### config.mk
export PLATFORM = sky130hd
export DESIGN_NAME = high_bit
export DESIGN_NICKNAME = d
export VERILOG_FILES = /design/src/rtl/high_bit_pkg.sv /design/src/rtl/high_bit_node.sv /design/src/rtl/high_bit.sv
export SDC_FILE = /design/constraint.sdc
export NUM_CORES = 1
export LEC_CHECK = 0
export BUFFER_PORTS_ARGS = -buffer_cell sky130_fd_sc_hd__buf_4
export CAP_MARGIN = 20
export CORE_AREA = 2 2 39 41
export DETAILED_ROUTE_END_ITERATION = 7
export DIE_AREA = 0 0 41 43
export PLACE_DENSITY = 0.39
export SLEW_MARGIN = 20
export SYNTH_ARGS = -nofsm -noshare
export SYNTH_HDL_FRONTEND = slang
export SYNTH_SLANG_ARGS = --single-unit
export TNS_END_PERCENT = 1
### constraint.sdc
create_clock -name clk -period 1.05 [get_ports clk]
set_clock_uncertainty 0.1 [all_clocks]
set_input_delay 0.1575 -clock clk [delete_from_list [all_inputs] [get_ports clk]]
set_output_delay 0.1575 -clock clk [all_outputs]
set_load 0.01 [all_outputs]
### src/rtl/high_bit_pkg.sv
// Shared definitions for the high_bit leading-one encoder.
//   HB_OUT_WIDTH / HB_IN_WIDTH : default output / input widths
//   hb_none_code(width)        : all-ones "no bit set" code of the given width
//   hb_node_t                  : {any, idx} tree node sized for the default widths
package high_bit_pkg;

  localparam int unsigned HB_OUT_WIDTH = 4;
  localparam int unsigned HB_IN_WIDTH  = 8;

  // Returned in the low `width` bits; callers truncate to their own width.
  function automatic logic [63:0] hb_none_code(input int unsigned width);
    return (64'd1 << width) - 64'd1;
  endfunction

  typedef struct packed {
    logic                    any;
    logic [HB_OUT_WIDTH-2:0] idx;
  } hb_node_t;

endpackage

### src/rtl/high_bit_node.sv
// 2:1 leading-one merge cell for the high_bit encoder tree (combinational).
//   hi_i   : node covering the upper half of the span
//   lo_i   : node covering the lower half of the span
//   node_o : merged node; the upper half wins whenever it has any bit set
// node_t must be a packed struct with fields `any` and `idx`; indices are
// absolute bit positions, so no offset is added when the upper half wins.
module high_bit_node
  import high_bit_pkg::*;
#(
  parameter type node_t = hb_node_t
) (
  input  node_t hi_i,
  input  node_t lo_i,
  output node_t node_o
);

  always_comb begin
    node_o     = lo_i;
    node_o.any = hi_i.any | lo_i.any;
    if (hi_i.any) begin
      node_o.idx = hi_i.idx;
    end
  end

endmodule

### src/rtl/high_bit.sv
// Registered highest-set-bit (leading-one) index encoder, 1-cycle latency.
//   clk       : rising-edge clock
//   rst       : synchronous active-high reset
//   in_valid  : qualifies `in`
//   in        : vector to encode
//   out_valid : in_valid delayed by one cycle
//   out       : index of the highest set bit, all ones when the input was zero
//   zero      : the accepted input was all zeros
//   out_mask  : one-hot mask of the highest set bit (only with HIGH_BIT_MASK_EN)
// IN_WIDTH must not exceed 2**(OUT_WIDTH-1) so a real index never collides with
// the all-ones "no bit set" code.
module high_bit
  import high_bit_pkg::*;
#(
  parameter int unsigned OUT_WIDTH = HB_OUT_WIDTH,
  parameter int unsigned IN_WIDTH  = 1 << (OUT_WIDTH - 1)
) (
  input  logic                 clk,
  input  logic                 rst,
  input  logic                 in_valid,
  input  logic [IN_WIDTH-1:0]  in,
  output logic                 out_valid,
  output logic [OUT_WIDTH-1:0] out,
`ifdef HIGH_BIT_MASK_EN
  output logic [IN_WIDTH-1:0]  out_mask,
`endif
  output logic                 zero
);

  localparam int unsigned IdxW      = OUT_WIDTH - 1;
  localparam int unsigned Levels    = $clog2(IN_WIDTH);
  localparam int unsigned NumLeaves = 1 << Levels;

  localparam logic [OUT_WIDTH-1:0] NoneCode = OUT_WIDTH'(hb_none_code(OUT_WIDTH));

  typedef struct packed {
    logic            any;
    logic [IdxW-1:0] idx;
  } node_t;

  // Binary merge tree: level 0 holds the leaves (padded to a power of two with
  // empty leaves), level Levels holds the single root.
  for (genvar l = 0; l <= Levels; l++) begin : g_lvl
    node_t nodes [1 << (Levels - l)];

    if (l == 0) begin : g_leaf
      for (genvar j = 0; j < NumLeaves; j++) begin : g_bit
        if (j < IN_WIDTH) begin : g_real
          assign nodes[j] = '{any: in[j], idx: IdxW'(j)};
        end else begin : g_pad
          assign nodes[j] = '{any: 1'b0, idx: IdxW'(j)};
        end
      end
    end else begin : g_merge
      for (genvar j = 0; j < (1 << (Levels - l)); j++) begin : g_cell
        high_bit_node #(
          .node_t(node_t)
        ) u_node (
          .hi_i  (g_lvl[l-1].nodes[2*j+1]),
          .lo_i  (g_lvl[l-1].nodes[2*j]),
          .node_o(nodes[j])
        );
      end
    end
  end

  node_t root;
  assign root = g_lvl[Levels].nodes[0];

  logic [OUT_WIDTH-1:0] out_d, out_q;
  logic                 zero_d, zero_q;
  logic                 valid_d, valid_q;

  // `in` is only looked at when in_valid is high, so X on an idle input
  // cannot reach the held outputs.
  always_comb begin
    out_d   = out_q;
    zero_d  = zero_q;
    valid_d = in_valid;
    if (in_valid) begin
      zero_d = ~root.any;
      out_d  = root.any ? OUT_WIDTH'(root.idx) : NoneCode;
    end
  end

  always_ff @(posedge clk) begin
    if (rst) begin
      out_q   <= NoneCode;
      zero_q  <= 1'b1;
      valid_q <= 1'b0;
    end else begin
      out_q   <= out_d;
      zero_q  <= zero_d;
      valid_q <= valid_d;
    end
  end

  assign out       = out_q;
  assign zero      = zero_q;
  assign out_valid = valid_q;

`ifdef HIGH_BIT_MASK_EN
  localparam logic [IN_WIDTH-1:0] MaskOne = IN_WIDTH'(1);

  logic [IN_WIDTH-1:0] mask_d, mask_q;

  always_comb begin
    mask_d = mask_q;
    if (in_valid) begin
      mask_d = root.any ? (MaskOne << root.idx) : '0;
    end
  end

  always_ff @(posedge clk) begin
    if (rst) begin
      mask_q <= '0;
    end else begin
      mask_q <= mask_d;
    end
  end

  assign out_mask = mask_q;
`endif

endmodule

# Word level (Yosys, flattened, before mapping)

Index checks and enable logic that the tools add are counted.

Register bits: 6
Input port bits: 11
Output and inout port bits: 6
Word-level logic and storage cells: 19

Muxes and demuxes: 8
Bitwise logic cells: 8

Operators with widths:

| kind              | number |
|---|---|
| 1-bit OR          | 7 |
| 1-bit two-way mux | 4 |
| 2-bit two-way mux | 2 |
| 4-bit two-way mux | 1 |
| 3-bit two-way mux | 1 |
| 1-bit inverter    | 1 |

# Longest topological paths before layout

Gate-level depths: netlist of the first run.

Word-level depth: 4
Mapped depth: 3
Mapped depth without buffers: 3

# Cells and area by module

A second synthesis of the first run with hierarchy kept.

Cells, all modules: 50
Area total of the unflattened synthesis: 479.2 µm²

By module, submodules not included:

| module        | times used | cells each | area an instance (µm²) | sequential area each (µm²) |
|---|---|---|---|---|
| high_bit_node | 7          | 4          | 40.0                   | 0.0 |
| high_bit      | 1          | 22         | 198.9                  | 100.1 |

# Least setup slack after synthesis of the first run

Ideal clock, no wire load.

Path kind: input -> register
Start point: input in[7]
End point: register out_q[0], in the netlist out[0]
Library setup time: 0.079 ns
Arrival time: 0.653 ns
Data required time: 0.871 ns
Slack: 0.218 ns
Stages on the path: 3
Buffers on the path: 0
Cells stage by stage: nor4_4 > nand2_1 > o211ai_1

Cells in the longest elaborated chain, start to end: 4
Elaborated cells between the ends (all ways): 7
Classes of those cells: 4 x mux; 3 x bitwise

Ends and longest elaborated chain:

| item                                                 | line                                     | text |
|---|---|---|
| start, declared                                      | high_bit.sv:21                           | `input logic [IN_WIDTH-1:0] in,` |
| 1-bit two-way mux / 1-bit OR (equally long branches) | high_bit_node.sv:20, high_bit_node.sv:19 |  |
| 2-bit two-way mux / 1-bit OR (equally long branches) | high_bit_node.sv:20, high_bit_node.sv:19 |  |
| 3-bit two-way mux / 1-bit OR (equally long branches) | high_bit_node.sv:20, high_bit_node.sv:19 |  |
| 4-bit two-way mux (*)                                | high_bit.sv:82                           | `out_d = root.any ? OUT_WIDTH'(root.idx) : NoneCode;` |
| end signal, assigned                                 | high_bit.sv:88                           | `out_q <= NoneCode;` |
| end signal, assigned                                 | high_bit.sv:92                           | `out_q <= out_d;` |
| end, declared                                        | high_bit.sv:70                           | `logic [OUT_WIDTH-1:0] out_d, out_q;` |

Mark *: on every way between the ends. The rest lies on a longest branch, timed or not.
A chain may end at the register's enable or synchronous reset.

==> out/qor.txt, run 1 <==
worst slack, placed -> 22.0 ps
VDD IR max -> 355 µV
Synth Area in Adders -> 0%
GP Congestion -> 0.711
Synth cell types -> 14
clk root buf -> clkbuf_4
DR iter-0 viols -> 1
worst skew pair latency -> 240 ps
Post-CTS Setup Bufs -> 0
Post-CTS Hold Fix Bufs -> 0
Post-DRT Antenna Nets -> 0
DRC violations left -> 0
RSZ-0062 raised after global routing -> no
Area Growth Syn to Fin -> 66.8%
most used flip-flop cell after synthesis -> dfxtp_1
die area -> 1760 µm²
Final setup viols -> 0
most frequent cells after synthesis -> dfxtp_1 (5), nor2_1 (5), a21oi_1 (3)
top-area cell type share of the netlist area -> 42.1%
drt pass-1 iters -> 2
count of pins over their slew limit -> 0
clock period minus worst slack -> 967 ps
Metal-1 WL -> 223 µm
Fmax -> 1030 MHz
vias per cell -> 4.17
number of synthesized flops with an enable pin -> 0
CP Cell Sequence -> buf_4
Antenna Diode Count -> 0
simple-gate portion of the synthesized area -> 29.5%
Async SR Flop Fraction -> 0%
Row Count -> 14
top layer in use -> met4
Hold Vio Cnt, Final -> 0
Worst Path Arrival -> 710 ps
Slew headroom -> 84.9%
Internal -> 0.000395 W
post-cts resize count -> 0
met2 routed WL -> 236 µm
fin worst setup slack -> 82.7 ps
via count -> 267
H-tree depth -> 1
multiplexer area fraction after synthesis -> 0%
largest family of logic cells by synthesized area -> simple AND/OR/NAND/NOR gates
nets -> 60
PD cells -> 1310 nW/µm²
Detailed Place HPWL -> 483 µm
sequential cell area fraction in the yosys report -> 42.1%
input/output buffers -> 16
Syn. warnings -> 0
crit share post-route -> 92.1%
Net Sw Frac -> 24.0%
final core utilization -> 28.7%
Seq cells post-synth -> 5
critical path class -> register to output pin
switching power -> 0.000125 W
final WL -> 551 µm
CTS tree -> yes
Fillers -> 170
largest net degree at the start of global routing -> 6
Crit. End Element -> output pin
DR WL/cell -> 8.61 µm
xor/xnor share of the synthesized area -> 0%
Synth area leaders -> dfxtp_1 (42%), nor4_4 (8.9%), nor2_1 (7.9%), a21oi_1 (6.3%), a31oi_1 (5.3%)
Worst EP required -> 790 ps
critical path launch point type -> register
first-pass GRT wire length -> 848 µm
Top Ports -> 17
run status -> finished, final reports clean
Worst Hold Class -> input pin to register
share of layout cells above drive strength 1 -> 41.7%
compound-gate portion of the synthesized area -> 22.1%
setup TNS -> 0 ps
vias in the first global route -> 238
Max-Cap Viols -> 0
CTS clock-pin slew for the worst setup and hold paths -> 40 ps
Num CTS Buffers -> 3
maximum clock insertion buffer count -> 2
Reg power frac -> 39.4%
Mapped Nets -> 40
die height -> 43 µm
initial antenna violation count -> 0
CP max stage cell -> dfxtp_1
Initial Util -> 17.2%
grt ovf -> 0
Syn Inst Count -> 29
P_leak -> 0.171 nW
Syn Area/Cell -> 8.20 µm²
Combinational Power Share -> 17.8%
clock group share of total power -> 42.8%
wire length on met3 -> 72 µm
gr usage total -> 7.55%
core area -> 1380 µm²
cell taking the most area after synthesis -> dfxtp_1
slowest stage delay, CP -> 340 ps
Cell Area, Synth -> 238 µm²
Clock Sink Count -> 5
Max Fanout on Critical Path -> 3
die width -> 41 µm
Buf/Inv on CP -> 1
CP top delay family -> flip-flops
worst slew pin tran -> 224 ps
[placed cells by master (no fill, tap or decap), drive strengths merged]
master / instances
buf: 16
nor2: 5
dfxtp: 5
clkbuf: 4
a21oi: 3
nand2: 2
inv: 2
nor3: 2
a31oi: 2
o21ai: 2
nor4: 1
o31ai: 1
nand2b: 1
nor2b: 1
o211ai: 1
[path summary, 6_finish.rpt]
kind / endpoint / cells past startpoint / slack [ps] / start
min: out_valid$_SDFF_PP0_ / 2 / 40 / rst
max reg2reg: out[0]$_SDFFE_PP1P_ / 2 / 300 / out[0]$_SDFFE_PP1P_
max: zero / 1 / 80 / out[3]$_SDFFE_PP1P_
min reg2reg: out[0]$_SDFFE_PP1P_ / 2 / 390 / out[0]$_SDFFE_PP1P_
[registers in the layout, indices dropped and copies added (netlist names)]
register   count
out_valid      1
out            4
[through the flow]
step	total power, W	instance area [µm²]	std cells	hold slack, ps
6_report	0.000520	397	64	42.7
5_1_grt	0.000550	397	64	43.7
4_1_cts	0.000531	397	64	36.9
3_5_place_dp	0.000302	370	60	296
3_3_place_gp	0.000302	370	60	298
2_1_floorplan	0.000241	238	29	147
[area by class of cell]
type	instances	area, µm²	share of cell area (%)
multi-input combinational	21	123	30.9
timing repair buffer	16	120	30.3
sequential	5	100	25.2
clock buffer	4	26.3	6.62
tap	16	20.0	5.05
inverter	2	7.51	1.89
[routing by layer]
metal	global-route usage [%]	vias up
met3	2.09	2
met4	10.0	0
met5	0	-
met1	8.41	111
li1	-	138
met2	9.38	16
[power by group through the flow]
stage	Combinational (W)	Clock, W	Sequential [W]
global route	0.000102	0.000243	0.000206
CTS	0.0000937	0.000232	0.000205
floorplan	0.0000281	0	0.000213
detailed placement	0.0000937	0	0.000209
finish	0.0000925	0.000222	0.000205
global placement	0.0000940	0	0.000208
[logic make-up (layout without fill, tap and decap cells)]
group                  count (synthesis)  count (layout)
AOI/OAI and AO/OA                      9               9
buffers and inverters                  3              22
DFF                                    5               5
and+or+nand+nor                       12              12
(Power assumes the default switching activity.)
==> run 2: changes to the inputs <==
Settings changed: ABC_AREA set to 1, PLACE_DENSITY 0.39 to 0.42.
==> run 2 against run 1 <==
Against the previous run: total power up 3.2%; maximum frequency about the same; sequential power about the same; wire length up 8.5%; first-iteration DRC count up 100%; synthesized cell count up 41%; largest power group unchanged; register-to-register slack better by 20 ps; area after synthesis up 17%.
==> out/qor.txt, run 2 <==
slowest stage delay, CP -> 340 ps (about the same)
CTS clock-pin slew for the worst setup and hold paths -> 40 ps (about the same)
Synth area leaders -> dfxtp_1 (36%), a21oi_1 (9.0%), nand2_2 (9.0%), inv_1 (8.1%), nand2_1 (8.1%) (was dfxtp_1 (42%), nor4_4 (8.9%), nor2_1 (7.9%), a21oi_1 (6.3%), a31oi_1 (5.3%))
Max Fanout on Critical Path -> 3 (unchanged)
maximum clock insertion buffer count -> 2 (unchanged)
count of pins over their slew limit -> 0 (unchanged)
gr usage total -> 8.32% (was 7.55%)
Post-DRT Antenna Nets -> 0 (unchanged)
CTS tree -> yes (unchanged)
RSZ-0062 raised after global routing -> no (unchanged)
post-cts resize count -> 0 (unchanged)
most frequent cells in the layout -> buf_4 (16), nand2_1 (6), inv_1 (6) (was buf_4 (16), nor2_1 (5), dfxtp_1 (5))
compound-gate portion of the synthesized area -> 14.4% (was 22.1%)
total power -> 0.000536 W (was 0.000520 W)
Syn Inst Count -> 41 (was 29)
number of synthesized flops with an enable pin -> 0 (unchanged)
Row Count -> 14 (unchanged)
largest net degree at the start of global routing -> 7 (was 6)
CP Cell Sequence -> buf_4 (unchanged)
Mapped Nets -> 52 (was 40)
DRC violations left -> 0 (unchanged)
multiplexer area fraction after synthesis -> 0% (unchanged)
crit share post-route -> 92.1% (about the same)
clk root buf -> clkbuf_4 (unchanged)
worst skew pair latency -> 240 ps (about the same)
VDD IR max -> 700 µV (was 355 µV)
DR WL/cell -> 7.87 µm (was 8.61 µm)
vias per cell -> 3.93 (was 4.17)
Initial Util -> 20.1% (was 17.2%)
P_leak -> 0.222 nW (was 0.171 nW)
Slew headroom -> 85.9% (was 84.9%)
max reg flops -> 4 (unchanged)
Syn Area/Cell -> 6.77 µm² (was 8.20 µm²)
input/output buffers -> 16 (unchanged)
xor/xnor share of the synthesized area -> 0% (unchanged)
PD cells -> 1230 nW/µm² (was 1310 nW/µm²)
share of layout cells above drive strength 1 -> 46.7% (was 41.7%)
Cell Area, Synth -> 278 µm² (was 238 µm²)
Area Growth Syn to Fin -> 57.2% (was 66.8%)
Async SR Flop Fraction -> 0% (unchanged)
run status -> finished, final reports clean (unchanged)
critical path class -> register to output pin (unchanged)
die width -> 41 µm (unchanged)
via count -> 299 (was 267)
H-tree depth -> 1 (unchanged)
Top Ports -> 17 (unchanged)
R2R Setup Slk -> 320 ps (was 300 ps)
Antenna Diode Count -> 0 (unchanged)
Crit. End Element -> output pin (unchanged)
top-area cell type share of the netlist area -> 36.0% (was 42.1%)
Max-Cap Viols -> 0 (unchanged)
clock group share of total power -> 41.4% (was 42.8%)
Final setup viols -> 0 (unchanged)
Worst Path Arrival -> 710 ps (about the same)
Seq cells post-synth -> 5 (unchanged)
Synth cell types -> 14 (unchanged)
GP Congestion -> 0.717 (was 0.711)
drt pass-1 iters -> 3 (was 2)
Reg power frac -> 38.6% (was 39.4%)
largest family of logic cells by synthesized area -> simple AND/OR/NAND/NOR gates (unchanged)
grt ovf -> 0 (unchanged)
simple-gate portion of the synthesized area -> 34.7% (was 29.5%)
Synth Area in Adders -> 0% (unchanged)
critical path launch point type -> register (unchanged)
most frequent cells after synthesis -> inv_1 (6), nand2_1 (6), a21oi_1 (5), dfxtp_1 (5), nand2_2 (4) (was dfxtp_1 (5), nor2_1 (5), a21oi_1 (3))
Net Sw Frac -> 25.0% (was 24.0%)
most common cell after layout, fill and taps aside -> buf_4 (unchanged)
Internal -> 0.000402 W (was 0.000395 W)
Clock Sink Count -> 5 (unchanged)
Final Non-Filler Cells -> 76 (was 64)
worst slew pin tran -> 210 ps (was 224 ps)
CP max stage cell -> dfxtp_1 (unchanged)
vias in the first global route -> 261 (was 238)
most used flip-flop cell after synthesis -> dfxtp_1 (unchanged)
switching power -> 0.000134 W (was 0.000125 W)
nets -> 72 (was 60)
Hold Vio Cnt, Final -> 0 (unchanged)
Hold Slack -> 21.8 ps (was 42.7 ps)
Worst Hold Class -> input pin to register (unchanged)
core area -> 1380 µm² (unchanged)
clock period minus worst slack -> 967 ps (about the same)
Combinational Power Share -> 20.0% (was 17.8%)
Post-CTS Hold Fix Bufs -> 0 (unchanged)
die height -> 43 µm (unchanged)
sequential cell area fraction in the yosys report -> 36.0% (was 42.1%)
Syn. warnings -> 0 (unchanged)
DR iter-0 viols -> 2 (was 1)
initial antenna violation count -> 0 (unchanged)
Post-CTS Setup Bufs -> 0 (unchanged)
CP top delay family -> flip-flops (unchanged)
Placed Cells -> 72 (was 60)
die area -> 1760 µm² (unchanged)
cell taking the most area after synthesis -> dfxtp_1 (unchanged)
first-pass GRT wire length -> 986 µm (was 848 µm)
Buf/Inv on CP -> 1 (unchanged)
setup TNS -> 0 ps (unchanged)
Worst EP required -> 790 ps (about the same)
final WL -> 598 µm (was 551 µm)
Num CTS Buffers -> 3 (unchanged)
Fmax -> 1030 MHz (about the same)
[run 2: changes by cell type in the layout (fill, tap and decap cells not counted), moves of 2 or more]
| cell | previous run | this run |
|---|---|---|
| inv_1 | 2 | 6 |
| nand3_1 | 0 | 2 |
| nor2_1 | 5 | 2 |
| a21oi_1 | 3 | 5 |
| inv_2 | 0 | 3 |
| nand2_2 | 0 | 4 |
| nand2_1 | 2 | 6 |
| a31oi_1 | 2 | 0 |
[run 2: cell families after synthesis]
logic type | count (synthesis)
buffers and inverters | 10
AOI/OAI and AO/OA | 8
and+or+nand+nor | 18
DFF | 5
[run 2: layer usage]
| metal | wire (µm) | GRT usage [%] | share of wire (%) | vias up |
|---|---|---|---|---|
| li1 | - | - | - | 163 |
| met1 | 245 | 10.3 | 41 | 120 |
| met2 | 267 | 10.9 | 45 | 16 |
| met3 | 85 | 6.81 | 14 | 0 |
| met4 | 0 | 2.00 | 0 | 0 |
| met5 | 0 | 0 | 0 | - |
[run 2: final timing paths]
kind | startpoint | endpoint | cells past startpoint
max | out[3]$_SDFFE_PP1P_ | out[3] | 1
min | rst | out_valid$_SDFF_PP0_ | 2
min reg2reg | out[2]$_SDFFE_PP1P_ | out[2]$_SDFFE_PP1P_ | 2
max reg2reg | out[1]$_SDFFE_PP1P_ | out[1]$_SDFFE_PP1P_ | 2
[run 2: power by group through the flow]
stage	Sequential [W]	Combinational, W	Clock, W
finish	0.000207	0.000107	0.000222
global placement	0.000210	0.000109	0
detailed placement	0.000211	0.000109	0
floorplan	0.000216	0.0000461	0
global route	0.000209	0.000122	0.000239
CTS	0.000207	0.000109	0.000228
[run 2: worst register-to-register path, stage by stage, from the launching register on]
cell and delay, ps:
dfxtp_1 300, nor3_1 160, a21oi_1 60
[run 2: metrics by stage]
step / util (%) / worst slack (ps) / area (µm²)
floorplan: - / 276 / 278
global placement: 29.7 / 113 / 410
detailed placement: 29.7 / 108 / 410
CTS: 31.6 / 70.1 / 437
global route: 31.6 / 26.7 / 437
finish: 31.6 / 83.0 / 437
[run 2: cell type report]
cell class	instances	area, µm²
Clock buffer	4	26.3
Fill cell	168	947
Inverter	9	33.8
Multi-Input combinational cell	26	136
Sequential cell	5	100
Tap cell	16	20.0
Timing Repair Buffer	16	120
